===== src/rtl/qm_pkg.sv =====
// rtl/qm_pkg.sv - shared types and widths for the queue-manager flag logic
package qm_pkg;

    localparam int QM_CNT_W    = 3;
    localparam int QM_SERVED_W = 16;

    typedef enum logic {
        GATE_CLEAR   = 1'b0,
        GATE_BLOCKED = 1'b1
    } gate_state_t;

endpackage


===== src/rtl/gate_debounce.sv =====
// rtl/gate_debounce.sv - sensor synchroniser, debouncer and passage detector
//   clk     in  rising-edge clock
//   rst     in  asynchronous active-high reset
//   raw     in  raw asynchronous gate sensor (high while blocked)
//   passed  out registered 1-cycle pulse when a debounced blocked->clear passage ends
module gate_debounce
    import qm_pkg::*;
#(
    parameter int DEB_CYCLES = 4
) (
    input  logic clk,
    input  logic rst,
    input  logic raw,
    output logic passed
);

    localparam int CW = $clog2(DEB_CYCLES + 1);

    logic          sync1;
    logic          sync2;
    logic          stable;
    logic [CW-1:0] deb_cnt;
    gate_state_t   state;

    // Counter runs while the synced level disagrees with the stable level; once it has
    // seen DEB_CYCLES disagreeing samples the stable level flips on the following edge.
    always_ff @(posedge clk or posedge rst) begin
        if (rst) begin
            sync1   <= 1'b0;
            sync2   <= 1'b0;
            stable  <= 1'b0;
            deb_cnt <= '0;
        end else begin
            sync1 <= raw;
            sync2 <= sync1;
            if (deb_cnt == CW'(DEB_CYCLES)) begin
                stable  <= ~stable;
                deb_cnt <= '0;
            end else if (sync2 != stable) begin
                deb_cnt <= deb_cnt + CW'(1);
            end else begin
                deb_cnt <= '0;
            end
        end
    end

    // A passage is a full stable high then stable low; a sensor already high at reset
    // release therefore has to be seen stable-high first before its fall counts.
    always_ff @(posedge clk or posedge rst) begin
        if (rst) begin
            state  <= GATE_CLEAR;
            passed <= 1'b0;
        end else begin
            passed <= 1'b0;
            case (state)
                GATE_CLEAR: begin
                    if (stable) begin
                        state <= GATE_BLOCKED;
                    end
                end
                GATE_BLOCKED: begin
                    if (!stable) begin
                        state  <= GATE_CLEAR;
                        passed <= 1'b1;
                    end
                end
                default: state <= GATE_CLEAR;
            endcase
        end
    end

endmodule


===== src/rtl/queue_counter.sv =====
// rtl/queue_counter.sv - waiting-people counter with illegal-move error
//   clk           in  rising-edge clock
//   rst           in  asynchronous active-high reset
//   back_sensor   in  raw entry-gate sensor
//   front_sensor  in  raw exit-gate sensor
//   pcount        out people currently waiting (saturates, never wraps)
//   error         out last rejected move, held until the next event
//   enter_evt     out 1-cycle debounced entry passage pulse
//   leave_evt     out 1-cycle debounced exit passage pulse
//   served_total  out accepted leaves since reset (only with QC_SERVED_CNT_EN)
// Optional feature macro: QC_SERVED_CNT_EN
module queue_counter
    import qm_pkg::*;
#(
    parameter int CNT_W      = QM_CNT_W,
    parameter int DEB_CYCLES = 4
) (
    input  logic             clk,
    input  logic             rst,
    input  logic             back_sensor,
    input  logic             front_sensor,
    output logic [CNT_W-1:0] pcount,
    output logic             error,
`ifdef QC_SERVED_CNT_EN
    output logic [QM_SERVED_W-1:0] served_total,
`endif
    output logic             enter_evt,
    output logic             leave_evt
);

    localparam logic [CNT_W-1:0] CNT_MAX = '1;

    gate_debounce #(.DEB_CYCLES(DEB_CYCLES)) u_back (
        .clk    (clk),
        .rst    (rst),
        .raw    (back_sensor),
        .passed (enter_evt)
    );

    gate_debounce #(.DEB_CYCLES(DEB_CYCLES)) u_front (
        .clk    (clk),
        .rst    (rst),
        .raw    (front_sensor),
        .passed (leave_evt)
    );

    // Count reacts to the registered pulses, so it moves one clk after *_evt is seen.
    always_ff @(posedge clk or posedge rst) begin
        if (rst) begin
            pcount <= '0;
            error  <= 1'b0;
        end else if (enter_evt && leave_evt) begin
            // With someone waiting, the leave serves them and the entrant takes the slot.
            if (pcount == '0) begin
                pcount <= CNT_W'(1);
                error  <= 1'b1;
            end else begin
                error  <= 1'b0;
            end
        end else if (enter_evt) begin
            if (pcount == CNT_MAX) begin
                error <= 1'b1;
            end else begin
                pcount <= pcount + CNT_W'(1);
                error  <= 1'b0;
            end
        end else if (leave_evt) begin
            if (pcount == '0) begin
                error <= 1'b1;
            end else begin
                pcount <= pcount - CNT_W'(1);
                error  <= 1'b0;
            end
        end
    end

`ifdef QC_SERVED_CNT_EN
    logic leave_ok;
    assign leave_ok = leave_evt && (pcount != '0);

    always_ff @(posedge clk or posedge rst) begin
        if (rst) begin
            served_total <= '0;
        end else if (leave_ok && (served_total != '1)) begin
            served_total <= served_total + QM_SERVED_W'(1);
        end
    end
`endif

endmodule


===== config.mk =====
export PLATFORM = sky130hd
export DESIGN_NAME = queue_counter
export DESIGN_NICKNAME = d
export VERILOG_FILES = /design/src/rtl/qm_pkg.sv /design/src/rtl/gate_debounce.sv /design/src/rtl/queue_counter.sv
export SDC_FILE = /design/constraint.sdc
export NUM_CORES = 1
export LEC_CHECK = 0
export BUFFER_PORTS_ARGS = -buffer_cell sky130_fd_sc_hd__buf_4
export CELL_PAD_IN_SITES_DETAIL_PLACEMENT = 1
export CELL_PAD_IN_SITES_GLOBAL_PLACEMENT = 1
export CORE_MARGIN = 2
export CORE_UTILIZATION = 48
export DETAILED_ROUTE_END_ITERATION = 7
export PLACE_DENSITY_LB_ADDON = 0.1
export SYNTH_ARGS = -nofsm -noshare
export SYNTH_HDL_FRONTEND = slang
export SYNTH_SLANG_ARGS = --single-unit

===== constraint.sdc =====
create_clock -name clk -period 2.7 [get_ports clk]
set_clock_uncertainty 0.2 [all_clocks]
set_input_delay 0.135 -clock clk [delete_from_list [all_inputs] [get_ports clk]]
set_output_delay 0.135 -clock clk [all_outputs]
set_load 0.005 [all_outputs]

==> results of run 1 <==
-- Yosys cell counts (all sizes together), types with 2 or more instances --
| cell | instances |
|---|---|
| a211oi | 3 |
| a21oi | 6 |
| and2b | 2 |
| and3b | 2 |
| buf | 4 |
| dfrtp | 20 |
| ha | 4 |
| inv | 7 |
| nand2 | 4 |
| nand2b | 2 |
| nand3b | 2 |
| nor2 | 8 |
| nor2b | 2 |
| nor3 | 4 |
| nor3b | 3 |
| o21ai | 4 |
| o22ai | 2 |
| xnor2 | 4 |
-- power by group --
| part | switching (µW) | total [µW] | internal [µW] |
|---|---|---|---|
| logic | 267 | 580 | 314 |
| clock network | 91.5 | 242 | 150 |
| registers | 177 | 583 | 406 |
| total | 535 | 1400 | 869 |
-- logic make-up after synthesis --
logic type | Yosys count | synth area share (%)
buf+inv | 11 | 7.17
xor+xnor | 4 | 3.52
mux | 2 | 2.14
compound gates | 18 | 11.2
flops | 20 | 50.3
simple gates | 30 | 18.6
fa+ha+maj | 5 | 7.04
-- layout make-up --
cell class	instances	area [µm²]	share of cell area (%)
clock inverters	1	30.0	2.65
repair buffers	12	97.6	8.61
clock buffers	3	22.5	1.99
well taps	27	33.8	2.98
inverters	7	26.3	2.32
flip-flops and latches	20	500	44.2
multi-input cells	59	423	37.3
-- worst min path at each step --
stage                     slack (ns)                       to                    start  cells past startpoint
after floorplan                -0.10        error$_DFFE_PP0P_                      rst                      1
after global placement          0.05  u_front.sync1$_DFF_PP0_             front_sensor                      1
after detailed placement        0.05  u_front.sync1$_DFF_PP0_             front_sensor                      1
after CTS                       0.17  u_front.sync2$_DFF_PP0_  u_front.sync1$_DFF_PP0_                      0
after global routing            0.18  u_front.sync2$_DFF_PP0_  u_front.sync1$_DFF_PP0_                      0
final                           0.16  u_front.sync2$_DFF_PP0_  u_front.sync1$_DFF_PP0_                      0
-- timing repair --
| action | 4_1_cts | 5_1_grt |
|---|---|---|
| gates resized for setup | 0 | 0 |
| hold buffers | 3 | 0 |
| hold endpoints to repair | 22 | 0 |
-- state kept, by name (all words and copies together), names as in the netlist --
name,flops
u_back.state,1
u_front.deb_cnt,3
u_back.sync2,1
u_front.passed,1
u_back.stable,1
u_front.stable,1
u_front.sync2,1
u_front.sync1,1
u_back.deb_cnt,3
u_back.sync1,1
error,1
u_back.passed,1
pcount,3
u_front.state,1
-- per-stage QoR --
step / util [%] / hold slack (ns) / cell area, µm²
finish: 57.8 / 0.164 / 1130
global route: 57.8 / 0.176 / 1130
CTS: 57.8 / 0.170 / 1130
detailed placement: 53.6 / 0.0453 / 1050
global placement: 53.6 / 0.0450 / 1050
floorplan: - / -0.101 / 995
-- worst register-to-register path: cells and delay by family, from the launching register on --
kind | cells | cell delay (ns)
AOI/OAI and AO/OA | 1 | 0.17
adders and majority gates | 1 | 0.54
buffers and inverters | 1 | 0.08
DFF | 1 | 0.62
muxes | 1 | 0.31
and+or+nand+nor | 1 | 0.08
-- layer usage --
metal	track usage (%)	wire length [µm]	up-vias
met5	0	0	-
met4	8.33	47	0
met3	4.24	73	6
met2	27.8	848	15
met1	20.7	792	318
li1	-	-	330
==> results.cfg, run 1 <==
[finish]
num-nets-final = 112
syn2layout_area_growth_pct = 14.0
final.fill_count = 236
final_cell_mix = 20 x sky130_fd_sc_hd__dfrtp_1, 9 x sky130_fd_sc_hd__buf_4, 8 x sky130_fd_sc_hd__nor2_1
layout.cells.most_common = sky130_fd_sc_hd__dfrtp_1
layout-drive-gt1-share_pct = 19.6
antennaDiodeCount = 0
finalNonFillerCells = 129

[route]
drt_pre_antenna_iters = 3
detailedRoute.firstIterationViolations = 2
vias = 669
drt-vias-per-instance = 5.19
routed_wl_per_cell_um = 13.7
final_antenna_net_count = 0
drcViolationCount = 0
drt-total-wl_um = 1760

[placed_design]
post-place-ws_ns = 0.678
place.detailed.hpwl_um = 1190
io_buffers = 9
placed_cells_incl_taps = 122
routabilityCongestion = 0.691

[clocking]
cts-root-buf = sky130_fd_sc_hd__clkbuf_4
cts_setup_buffers = 0
clock-sinks = 20
cts.reportedPaths.clkPinSlew_ns = 0.12
cts_made_buffers = 3
cts.path.max_buffers = 2
htreeDepth = 1
worst_skew_pair.late_latency_ns = 0.30
tritoncts = done

[grt]
global_route_wire_length_before_repair_um = 3060
grt_overflow = 0
grt_usage_pct = 16.9
first_global_vias = 695
grt_antenna_before_repair = 0
largest_net_degree_at_the_start_of_global_routing = 21

[yosys]
synth_enable_flop_cells = 0
synthTopCellsByArea = sky130_fd_sc_hd__dfrtp_1 50%, sky130_fd_sc_hd__ha_1 5.0%, sky130_fd_sc_hd__buf_6 4.5%, sky130_fd_sc_hd__xnor2_1 3.5%, sky130_fd_sc_hd__a21oi_1 3.0%
synth.avg_cell_area_um2 = 11.1
async_flop_share_pct = 100
synth_top_area_share_pct = 50.3
largest_area_contributor_in_the_netlist = sky130_fd_sc_hd__dfrtp_1
synthesis.instances = 90
ys.flop_type = sky130_fd_sc_hd__dfrtp_1
post_synth_num_cell_types = 31
yosysWarnings = 0
synth_seq_cells = 20
postSynthNetCount = 99
post_synth_instance_area_um2 = 995
yosysSeqAreaShare_pct = 50.3

[die]
die_h_um = 49.5
die_width_um = 49.5
io_pins = 10
core-area_um2 = 1960
fp-row-count = 16
die_area_um2 = 2450
initial_core_util_pct = 50.7

[critical_path]
slowest_stage = sky130_fd_sc_hd__dfrtp_1
worstRegToRegCells = 5
worstPathCellList = inv_2 -> fa_1 -> mux2_2 -> a21oi_1 -> nor2_1
required_worst_endpoint_ns = 2.68
critical_path.reg2reg.startpoint = u_back.passed$_DFF_PP0_
reg2reg_to = pcount[1]$_DFFE_PP0P_
setup.worst_path.end_class = flip-flop
number_of_cells_on_the_critical_path = 5
critPathLaunchType = flip-flop
family_with_the_most_delay_on_the_worst_path = flip-flops
cp.arrival_ns = 2.09
critPathMaxStageDelay_ns = 0.62
crit_start = u_back.passed$_DFF_PP0_
worst_setup_path_endpoint = pcount[1]$_DFFE_PP0P_
type_of_the_worst_setup_path = flip-flop to flip-flop
timing.critical_path.fanout_max = 14
ff2ff_setup_slack_ns = 0.59
timing.critical_path.buf_inv = 1

[timing]
finalCritPeriodShare_pct = 78.1
timing.final.hold_violations = 0
final.setup.worst_slack_ns = 0.592
max_clock_freq_mhz = 474
worstMarginPinSlew_ns = 0.750
finalSetupViolations = 0
unrepaired_setup_endpoints_after_global_routing = false
worst_relative_slew_slack_pct = 49.9
layout_min_cycle_time_ns = 2.11
setup_total_negative_slack_ns = 0
slew_violations = 0

[power]
powerDensity_nw_per_um2 = 1240
ir_worst_vdd_mv = 0.641
leakage_uw = 0.000507
power_uw = 1400

[run]
max_cap_violations = 0

[hold_path]
holdCritPathClass = flip-flop to flip-flop

[status]
outcome = completed
Note: power is estimated with default switching activity, not from simulation.
==> inputs of run 2 (changes only) <==
Settings changed: ABC_AREA set to 1, CORE_UTILIZATION 48 to 38.
Clock period 2.7 ns to 1.7 ns, I/O delays scaled along.
==> run 2 against run 1 <==
Critical endpoint unchanged. Synthesized area is 11% lower. Combinational power is 54% higher. Power is 40% higher. Critical path type unchanged. Clock-buffer cell count is 1 higher. Die area is 11% higher. Largest cell class unchanged. Register-to-register slack worse by 0.47 ns.
==> results.cfg, run 2 <==
[grt]
largest_net_degree_at_the_start_of_global_routing = 21
grt_usage_pct = 15.0
first_global_vias = 713
grt_antenna_before_repair = 0
global_route_wire_length_before_repair_um = 2940
grt_overflow = 0

[finish]
post-route-util_pct = 48.9
final.fill_count = 274
antennaDiodeCount = 0
post-route-cell-area_um2 = 1080
final_cell_mix = 23 x sky130_fd_sc_hd__nand2_1, 20 x sky130_fd_sc_hd__dfrtp_1, 14 x sky130_fd_sc_hd__inv_1
multi_input_area_um2 = 330
num-nets-final = 124
regArea_um2 = 500
layout.cells.most_common = sky130_fd_sc_hd__nand2_1
layout-drive-gt1-share_pct = 17.5
layout_top_registers = pcount: 3 flops, u_back.deb_cnt: 3 flops, u_front.deb_cnt: 3 flops
syn2layout_area_growth_pct = 22.5

[yosys]
post_synth_num_cell_types = 14
ys.flop_type = sky130_fd_sc_hd__dfrtp_1
synthTopCellsByArea = sky130_fd_sc_hd__dfrtp_1 57%, sky130_fd_sc_hd__nand2_1 9.8%, sky130_fd_sc_hd__inv_1 5.9%, sky130_fd_sc_hd__ha_1 5.7%, sky130_fd_sc_hd__nor2_1 5.5%
synth_top_area_share_pct = 56.7
synthesis.instances = 94
synth.avg_cell_area_um2 = 9.40
yosysSeqAreaShare_pct = 56.7
post_synth_instance_area_um2 = 883
postSynthNetCount = 103
synth.most_common_cell = sky130_fd_sc_hd__nand2_1
async_flop_share_pct = 100
yosysWarnings = 0
synth_enable_flop_cells = 0
synthTopCellsByCount = 23 x sky130_fd_sc_hd__nand2_1, 20 x sky130_fd_sc_hd__dfrtp_1, 14 x sky130_fd_sc_hd__inv_1, 13 x sky130_fd_sc_hd__nor2_1, 6 x sky130_fd_sc_hd__nand3_1
synth_seq_cells = 20
largest_area_contributor_in_the_netlist = sky130_fd_sc_hd__dfrtp_1

[power]
ir_worst_vdd_mv = 0.722
powerDensity_nw_per_um2 = 1810
leakage_uw = 0.000579

[route]
final_antenna_net_count = 0
routed_wl_per_cell_um = 11.5
drt-vias-per-instance = 4.69
drcViolationCount = 0
detailedRoute.firstIterationViolations = 2
vias = 666
drt_pre_antenna_iters = 2
drt-total-wl_um = 1630

[timing]
finalCritPeriodShare_pct = 93.1
setup_total_negative_slack_ns = 0
max_clock_freq_mhz = 632
worst_relative_slew_slack_pct = 82.8
worstMarginPinSlew_ns = 0.258
timing.final.hold_violations = 0
unrepaired_setup_endpoints_after_global_routing = false
finalSetupViolations = 0
slew_violations = 0
layout_min_cycle_time_ns = 1.58

[placed_design]
place.detailed.hpwl_um = 1220
io_buffers = 9
placed_area_um2 = 1020
routabilityCongestion = 0.687

[clocking]
cts-root-buf = sky130_fd_sc_hd__clkbuf_4
worst_skew_pair.late_latency_ns = 0.31
cts.path.max_buffers = 2
cts.reportedPaths.clkPinSlew_ns = 0.11
clock-sinks = 20
tritoncts = done
htreeDepth = 1
cts_made_buffers = 3

[critical_path]
setup.worst_path.end_class = flip-flop
required_worst_endpoint_ns = 1.76
cp.arrival_ns = 1.64
critPathMaxStageDelay_ns = 0.58
worstPathCellList = fa_1 -> nand2_1 -> nand3b_1 -> nand2_1
critical-path-top-cell-by-count = sky130_fd_sc_hd__nand2_1
timing.critical_path.fanout_max = 6
type_of_the_worst_setup_path = flip-flop to flip-flop
critPathLaunchType = flip-flop
slowest_stage = sky130_fd_sc_hd__fa_1

[die]
core-area_um2 = 2210
io_pins = 10
fp-row-count = 17
die_area_um2 = 2730
die_h_um = 52.2
initial_core_util_pct = 39.9
die_width_um = 52.2

[run]
max_cap_violations = 0

[hold_path]
holdCritPathClass = primary input to asynchronous set/reset pin

[status]
outcome = completed
run 2: path summary, 6_finish.rpt:
check / endpoint / cells after the start / start / slack, ns
setup / recovery: pcount[1]$_DFFE_PP0P_ / 4 / pcount[0]$_DFFE_PP0P_ / 0.12
hold / removal: u_back.deb_cnt[0]$_DFF_PP0_ / 4 / rst / 0.15
setup reg to reg: pcount[1]$_DFFE_PP0P_ / 4 / pcount[0]$_DFFE_PP0P_ / 0.12
hold reg to reg: u_front.sync2$_DFF_PP0_ / 0 / u_front.sync1$_DFF_PP0_ / 0.16
max in group asynchronous: pcount[2]$_DFFE_PP0P_ / 4 / rst / 0.95
min in group clk: u_front.sync2$_DFF_PP0_ / 0 / u_front.sync1$_DFF_PP0_ / 0.16
run 2: layer usage:
metal	part of all wire, %	track usage [%]
met1	42	16.0
met2	52	26.8
met3	3.0	3.43
met4	2.5	8.97
met5	0	0
run 2: layout make-up:
type	instances	share of cell area (%)
sequential	20	46.2
multi-input combinational	60	30.5
timing repair buffer	16	11.8
inverter	14	4.86
clock buffer	4	3.35
tap	28	3.24
run 2: kinds of logic after synthesis:
logic type                 after synthesis  share of synthesized area [%]
and+or+nand+nor                         46                           21.7
DFF                                     20                           56.7
adders and majority gates                5                           7.93
buffers and inverters                   14                           5.95
xor gates and xnor gates                 6                           5.95
AOI/OAI and AO/OA                        3                           1.84
run 2: where the power goes:
group / internal, µW / switching [µW]
registers: 649 / 137
clock network: 131 / 152
logic: 402 / 491
total: 1180 / 780
run 2: per-stage QoR:
| step | hold slack (ns) | setup WS [ns] | std cells | power (µW) |
|---|---|---|---|---|
| floorplan | -0.151 | 0.174 | 94 | 1360 |
| global placement | -0.0715 | 0.180 | 135 | 1660 |
| detailed placement | -0.0615 | 0.143 | 135 | 1710 |
| CTS | 0.137 | 0.0989 | 142 | 2010 |
| global route | 0.161 | 0.0432 | 142 | 2170 |
| finish | 0.147 | 0.117 | 142 | 1960 |
run 2: what timing repair did:
item / 4_1_cts / 5_1_grt
hold buffers: 3 / 0
endpoints found under the hold margin: 22 / 0
gates resized for setup: 0 / 0
setup buffers: 0 / 0
run 2: worst max-delay path, delay by kind of cell, from the launching register on:
| family | cells | cell delay, ns |
|---|---|---|
| fa+ha+maj | 1 | 0.58 |
| flops | 1 | 0.46 |
| simple gates | 3 | 0.29 |
==> inputs of run 3 (changes only) <==
Settings changed: CORE_ASPECT_RATIO set to 1.4.
==> run 3 against run 2 <==
Power up 5.8%. First-iteration DRC count grew to 4.0 times the previous value. Fmax is 1.0% higher. Hold slack improved by 0.013 ns. Wire length up 4.5%. Sequential share of layout area shrank 0.37 points. Via count up 0.15%. Register-to-register slack gained 0.02 ns. Utilization up 1.2 points. Highest routed layer unchanged.
==> results.cfg, run 3 (synthesis gave the netlist of run 2 again) <==
[route]
detailedRoute.firstIterationViolations = 8
vias = 667
routed_wl_per_cell_um = 12.5
drt_pre_antenna_iters = 2
final_antenna_net_count = 0
drt-vias-per-instance = 4.90
drt-total-wl_um = 1700
drcViolationCount = 0

[power]
powerDensity_nw_per_um2 = 1900
ir_worst_vdd_mv = 0.847
leakage_uw = 0.000586

[clocking]
tritoncts = done
cts_setup_buffers = 0
clock-sinks = 20
post_cts.resized_instances = 0
htreeDepth = 1
cts_made_buffers = 3
cts-root-buf = sky130_fd_sc_hd__clkbuf_4
worst_skew_pair.late_latency_ns = 0.30
cts.path.max_buffers = 2
cts_hold_buf = 3
cts.reportedPaths.clkPinSlew_ns = 0.11

[placed_design]
io_buffers = 9
placed_area_um2 = 1010
place.detailed.hpwl_um = 1340
post-place-ws_ns = 0.137
routabilityCongestion = 0.836

[critical_path]
timing.critical_path.fanout_max = 6
required_worst_endpoint_ns = 1.71
setup.worst_path.end_class = flip-flop
critPathLaunchType = flip-flop
worstRegToRegCells = 7
cp.arrival_ns = 1.58
type_of_the_worst_setup_path = flip-flop to flip-flop

[finish]
num-nets-final = 124
final_cell_mix = 23 x sky130_fd_sc_hd__nand2_1, 20 x sky130_fd_sc_hd__dfrtp_1, 14 x sky130_fd_sc_hd__inv_1
layout-drive-gt1-share_pct = 17.5
layout_top_registers = pcount: 3 flops, u_back.deb_cnt: 3 flops, u_front.deb_cnt: 3 flops
syn2layout_area_growth_pct = 23.5
post-route-cell-area_um2 = 1090
layout.cells.most_common = sky130_fd_sc_hd__nand2_1
post-route-util_pct = 50.1
antennaDiodeCount = 0

[die]
die_h_um = 61.0
io_pins = 10
initial_core_util_pct = 40.6
core-area_um2 = 2180
fp-row-count = 20
die_area_um2 = 2730
die_width_um = 44.8

[grt]
global_route_wire_length_before_repair_um = 3080
grt_usage_pct = 16.0
largest_net_degree_at_the_start_of_global_routing = 21
grt_antenna_before_repair = 0
first_global_vias = 718
grt_overflow = 0

[hold_path]
number_of_cells_on_the_worst_hold_path = 0
holdCritPathClass = flip-flop to flip-flop

[timing]
timing.final.hold_violations = 0
unrepaired_setup_endpoints_after_global_routing = false
worst_hold_slack_ns = 0.160
final.setup.worst_slack_ns = 0.133
max_clock_freq_mhz = 638
finalSetupViolations = 0
finalCritPeriodShare_pct = 92.2
slew_violations = 0
layout_min_cycle_time_ns = 1.57
worst_relative_slew_slack_pct = 81.4
setup_total_negative_slack_ns = 0
worstMarginPinSlew_ns = 0.277

[run]
max_cap_violations = 0

[status]
outcome = completed
## run 3: cell count changes in the layout (fill, tap and decap cells not counted), sizes merged
cell | previous run | this run
bufinv | 0 | 1
clkbuf | 4 | 3
## run 3: worst max-delay path, cell delays in order (launching register included)
cell and delay (ns):
sky130_fd_sc_hd__dfrtp_1 0.46, sky130_fd_sc_hd__fa_1 0.44, sky130_fd_sc_hd__inv_1 0.08, sky130_fd_sc_hd__nand3_1 0.08, sky130_fd_sc_hd__nand2_1 0.07, sky130_fd_sc_hd__nor2_1 0.04, sky130_fd_sc_hd__nand2_1 0.06, sky130_fd_sc_hd__nand2_1 0.04
## run 3: path summary, 6_finish.rpt
| kind | start | end | slack, ns |
|---|---|---|---|
| worst max-delay path | pcount[0]$_DFFE_PP0P_ | pcount[2]$_DFFE_PP0P_ | 0.13 |
| worst min-delay path | u_front.sync1$_DFF_PP0_ | u_front.sync2$_DFF_PP0_ | 0.16 |
| worst max register to register | pcount[0]$_DFFE_PP0P_ | pcount[2]$_DFFE_PP0P_ | 0.13 |
| worst min register to register | u_front.sync1$_DFF_PP0_ | u_front.sync2$_DFF_PP0_ | 0.16 |
| max in group asynchronous | rst | u_front.state$_DFF_PP0_ | 0.91 |
| min in group asynchronous | rst | u_back.sync1$_DFF_PP0_ | 0.18 |
## run 3: cell type report
cell class	count	area, µm²
clock buffer	3	22.5
tap	22	27.5
clock inverter	1	30.0
multi-input combinational	60	330
timing repair buffer	16	128
fill	255	1090
inverter	14	52.6
sequential	20	500
## run 3: metal layers
layer	routed length [µm]	GRT usage, %
met5	0	0
met2	967	28.2
met1	614	17.6
met3	63	2.93
met4	58	9.96
## run 3: through the flow
step / instances / total power (µW)
after floorplan: 94 / 1360
after global placement: 129 / 1670
after detailed placement: 129 / 1720
after CTS: 136 / 2120
after global routing: 136 / 2290
final: 136 / 2080
## run 3: where the power goes
| part | total, µW | internal [µW] | leakage, µW | switching, µW |
|---|---|---|---|---|
| clock | 381 | 238 | 0.0000279 | 143 |
| combinational | 906 | 401 | 0.000308 | 505 |
| sequential | 788 | 649 | 0.000250 | 139 |
| total | 2080 | 1290 | 0.000586 | 787 |
